**src/rtl/elevator_car_controller.sv**
```systemverilog
// Single-car elevator controller for floors 0-6: latches floor calls, picks the
// travel direction, times floor-to-floor travel and door dwell, and clears
// serviced requests.
module elevator_car_controller #(
    parameter int unsigned TRAVEL_CYCLES = 8,
    parameter int unsigned DOOR_CYCLES   = 16
) (
    input  logic       clk,
    input  logic       rst_n,
    input  logic [6:0] call_req,
    input  logic       door_hold,
    output logic [6:0] queue_status,
    output logic [2:0] current_floor,
    output logic       up_ndown,
    output logic       moving,
    output logic       door_open,
    output logic       arrived
);

    localparam int unsigned MaxCycles = (TRAVEL_CYCLES > DOOR_CYCLES) ? TRAVEL_CYCLES
                                                                      : DOOR_CYCLES;
    localparam int unsigned CntW = $clog2(MaxCycles);

    localparam logic [CntW-1:0] TravelLoad = CntW'(TRAVEL_CYCLES - 1);
    localparam logic [CntW-1:0] DoorLoad   = CntW'(DOOR_CYCLES - 1);

    localparam logic [1:0] StIdle = 2'd0;
    localparam logic [1:0] StMove = 2'd1;
    localparam logic [1:0] StDoor = 2'd2;

    logic [1:0]      state_q, state_d;
    logic [6:0]      queue_q, queue_d;
    logic [2:0]      floor_q, floor_d;
    logic            dir_q, dir_d;
    logic [CntW-1:0] cnt_q, cnt_d;
    logic            arrived_q, arrived_d;
    logic            moving_q, door_q;

    logic [6:0]      queue_pend;
    logic [6:0]      clear_mask;
    logic [2:0]      floor_step;

    // Keep direction unless pending calls lie strictly on one side of floor f.
    function automatic logic pick_dir(input logic [6:0] q, input logic [2:0] f,
                                      input logic dir);
        logic       above;
        logic       below;
        logic [2:0] idx;
        above = 1'b0;
        below = 1'b0;
        for (int i = 0; i < 7; i++) begin
            idx = 3'(i);
            if (idx > f) above = above | q[i];
            if (idx < f) below = below | q[i];
        end
        if (above && !below) return 1'b1;
        if (below && !above) return 1'b0;
        return dir;
    endfunction

    assign floor_step = dir_q ? (floor_q + 3'd1) : (floor_q - 3'd1);

    // Next-state, queue maintenance and counter control.
    always_comb begin
        state_d    = state_q;
        floor_d    = floor_q;
        dir_d      = dir_q;
        cnt_d      = cnt_q;
        arrived_d  = 1'b0;
        clear_mask = 7'd0;
        // Calls landing on the arrival edge count toward that stop.
        queue_pend = queue_q | call_req;

        case (state_q)
            StIdle: begin
                if (queue_q[floor_q]) begin
                    state_d    = StDoor;
                    cnt_d      = DoorLoad;
                    clear_mask = 7'd1 << floor_q;
                end else if (|queue_q) begin
                    dir_d   = pick_dir(queue_q, floor_q, dir_q);
                    state_d = StMove;
                    cnt_d   = TravelLoad;
                end
            end
            StMove: begin
                if (cnt_q != '0) begin
                    cnt_d = cnt_q - 1'b1;
                end else begin
                    floor_d   = floor_step;
                    arrived_d = 1'b1;
                    if (queue_pend[floor_step]) begin
                        state_d    = StDoor;
                        cnt_d      = DoorLoad;
                        clear_mask = 7'd1 << floor_step;
                    end else if (|queue_q) begin
                        dir_d = pick_dir(queue_q, floor_step, dir_q);
                        cnt_d = TravelLoad;
                    end else begin
                        state_d = StIdle;
                    end
                end
            end
            StDoor: begin
                // Same-floor calls during dwell are absorbed.
                clear_mask = 7'd1 << floor_q;
                if (door_hold) begin
                    cnt_d = DoorLoad;
                end else if (cnt_q != '0) begin
                    cnt_d = cnt_q - 1'b1;
                end else begin
                    state_d = StIdle;
                end
            end
            default: begin
                state_d = StIdle;
            end
        endcase

        queue_d = queue_pend & ~clear_mask;
    end

    // State and registered outputs; async reset drops all pending requests.
    always_ff @(posedge clk or negedge rst_n) begin
        if (!rst_n) begin
            state_q   <= StIdle;
            queue_q   <= 7'd0;
            floor_q   <= 3'd0;
            dir_q     <= 1'b1;
            cnt_q     <= '0;
            arrived_q <= 1'b0;
            moving_q  <= 1'b0;
            door_q    <= 1'b0;
        end else begin
            state_q   <= state_d;
            queue_q   <= queue_d;
            floor_q   <= floor_d;
            dir_q     <= dir_d;
            cnt_q     <= cnt_d;
            arrived_q <= arrived_d;
            moving_q  <= (state_d == StMove);
            door_q    <= (state_d == StDoor);
        end
    end

    assign queue_status  = queue_q;
    assign current_floor = floor_q;
    assign up_ndown      = dir_q;
    assign moving        = moving_q;
    assign door_open     = door_q;
    assign arrived       = arrived_q;

endmodule

```
**config.mk**
```make
export PLATFORM = sky130hd
export DESIGN_NAME = elevator_car_controller
export DESIGN_NICKNAME = d
export VERILOG_FILES = /design/src/rtl/elevator_car_controller.sv
export SDC_FILE = /design/constraint.sdc
export NUM_CORES = 1
export LEC_CHECK = 0
export CORE_MARGIN = 1
export CORE_UTILIZATION = 56
export CTS_CLUSTER_DIAMETER = 80
export DETAILED_ROUTE_END_ITERATION = 12
export PLACE_DENSITY = 0.82
export SLEW_MARGIN = 20
export SYNTH_ARGS = -nofsm -noshare
export SYNTH_HDL_FRONTEND = slang
export SYNTH_SLANG_ARGS = --single-unit
```
**constraint.sdc**
```tcl
create_clock -name clk -period 7.75 [get_ports clk]
set_input_delay 1.1625 -clock clk [delete_from_list [all_inputs] [get_ports clk]]
set_output_delay 1.1625 -clock clk [all_outputs]
set_load 0.02 [all_outputs]
```
==> reports/results.tsv <==
metric	value	unit
Initial Util	60.39	%
chip width	57	um
status	finished, final reports clean	
crit path kind	reg2reg	
post-layout util	69.89	%
Max Clk Rate	296.1	MHz
Via Count	1673	
ANT cells	0	
clk sinks	20	
Slew Viols, Final	0	
syn_area_per_cell	8.264	sq um
Post-synth top cells	26 x nor2_1, 21 x o21ai_0, 19 x dfrtp_1, 16 x a21oi_1	
FF+latch area	501.7	sq um
setup TNS	0	ns
CTS Buf Count	3	
Worst Hold End	cnt_q[0]	
Post-CTS Setup Bufs	0	
Setup WS post-layout	4.372	ns
1st-pass router iterations	5	
CTS clk-pin slew, worst paths	0.13	ns
Total GRT Usage	29.41	%
Via density	6.639	
FFs w/ async S/R, synth	100.0	%
Routed Antenna Nets	0	
Final period util	43.58	%
initial antenna violation count	0	
Critical R2R Launch	current_floor[0]	
area leader, netlist	dfrtp_1	
maximum fanout along the worst path	23	
WHS Path Cells	2	
H-tree depth	1	
Post-CTS Hold Fix Bufs	0	
worst r2r path cells	12	
VDD IR-drop max	218.4	uV
multi-input logic area	0.001092	sq mm
number of global-route vias before repair	1621	
nets	245	
crit start category	flop	
die height	57	um
Leak Pwr	0.0007471	uW
largest net degree at the start of global routing	24	
drt initial violations	119	
crit path DAT	3.63	ns
Longest Clk Path Bufs	2	
Placed Instance Area	0.001908	sq mm
# rows	19	
worst skew pair latency	0.31	ns
count leader, synth	nor2_1	
I/O pin total	24	
GPL Wtd Cong	0.9192	
synthesized area	0.001694	sq mm
Max Cap Violations	0	
Pwr Density	417.4	mW/mm^2
Syn Nets	228	
area grow syn2layout	15.73	%
min-delay src	cnt_q[0]	
Worst Max-Slew Pin Slew	0.9252	ns
GRT Residual Overflow	0	
Setup WS pre-CTS	4.454	ns
Resize count post-CTS	0	
Critical Path Sink Type	flop	
DRT Wirelength	4573	um
YS warnings	0	
Post-Syn Instances	205	
Synth area leaders	dfrtp_1 28%, ha_1 9.6%, o21ai_0 6.2%, nor2_1 5.8%, a21oi_1 4.7%	
sequential area share after synthesis	29.62	%
distinct cell type count after synthesis	57	
RSZ-0062 raised after global routing	no	
FF-to-FF End	up_ndown	
Core ar.	0.002805	sq mm
first-pass GRT wire length	7527	um
Tmin final	3.378	ns
Slew HR	38.13	%
Root Buffer	clkbuf_4	
Top FF cell, synth	dfrtp_1	
Wirelength per Cell	18.15	um
layout cells sized above 1	6.787	%
HP Class	reg2reg	
Final Hold Vio Count	0	
Max Clock Skew	0.01908	ns
critical path required time	8.00	ns
DP Wirelength	3326	um
Filler Cell Count	234	
register-to-register setup slack	4.37	ns
EDFF count, synth	0	
CTS tree	yes	
final setup vio count	0	
Seq cells post-synth	20	
DRC	0	
# port buffers	23	
die area	0.003249	sq mm
post-route cell area	0.001961	sq mm
Synth top area share	28.06	%
per-stage QoR:
stage                     total power, uW  hold WS, ns  cells
after floorplan                     579.3       0.5245    205
after global placement              705.7       0.5377    248
after detailed placement            715.9       0.5507    248
after CTS                           809.7       0.5709    252
after global routing                881.9       0.5793    252
final                               818.3       0.5698    252
registers in the layout, summed over array words and instances, names as in the netlist:
signal         count
moving             1
current_floor      3
door_open          1
cnt_q              4
arrived            1
state_q            2
up_ndown           1
queue_status       7
worst max-delay path by stage:
stage / startpoint / to / slack, ns / depth (start not counted)
floorplan: current_floor[2] / up_ndown / 5.04 / 12
global placement: current_floor[0] / up_ndown / 4.51 / 12
detailed placement: current_floor[0] / up_ndown / 4.45 / 12
CTS: current_floor[0] / up_ndown / 4.43 / 12
global route: current_floor[0] / up_ndown / 4.01 / 12
finish: current_floor[0] / up_ndown / 4.37 / 12
critical path, cell delays in order, from the launching register on:
cell,delay (ns)
dfrtp_1,0.83
inv_2,0.25
ha_1,0.39
xnor2_1,0.48
nor2_1,0.16
a21oi_1,0.18
o221ai_1,0.13
o21ai_0,0.11
ha_1,0.28
o21ai_0,0.15
o21ai_0,0.10
a21o_1,0.16
o2bb2ai_1,0.11
routing by layer:
| metal | global-route usage [%] | vias to the layer above | share of wire [%] |
|---|---|---|---|
| met5 | 0 | - | 0 |
| li1 | - | 786 | - |
| met1 | 38.66 | 789 | 42 |
| met2 | 50.92 | 87 | 50 |
| met3 | 3.175 | 11 | 6.9 |
| met4 | 9.408 | 0 | 1.7 |
layout by cell type, fill, tap and decap left out, drive strengths merged, types with 3 or more instances in the layout:
| master | count |
|---|---|
| o211ai | 3 |
| clkdlybuf4s50 | 23 |
| xor2 | 3 |
| nor2 | 26 |
| o21ai | 21 |
| nor3 | 13 |
| ha | 13 |
| a211oi | 3 |
| clkbuf | 3 |
| a21oi | 17 |
| nand2 | 11 |
| dfrtp | 19 |
| xnor2 | 3 |
| inv | 11 |
| a221oi | 4 |
logic make-up after synthesis:
kind of cell / count (synthesis) / synth area share (%)
AOI/OAI and AO/OA: 74 / 29.03
xor gates and xnor gates: 6 / 3.102
adders and majority gates: 13 / 9.601
buffers and inverters: 23 / 5.909
DFF: 20 / 29.62
muxes: 5 / 4.505
and+or+nand+nor: 64 / 18.24
final cells by class:
| type | instances | area share (%) |
|---|---|---|
| multi-input cells | 162 | 55.71 |
| flip-flops and latches | 20 | 25.59 |
| repair buffers | 23 | 11.74 |
| inverters | 12 | 2.297 |
| well taps | 31 | 1.978 |
| clock inverters | 1 | 1.532 |
| clock buffers | 3 | 1.149 |
where the power goes:
part	total (uW)	internal [uW]	switching [uW]
clock	86.6	52.3	34.3
combinational	514	214	300
sequential	217	143	74.8
total	818	409	409
Power figures use the tool's default switching activity.
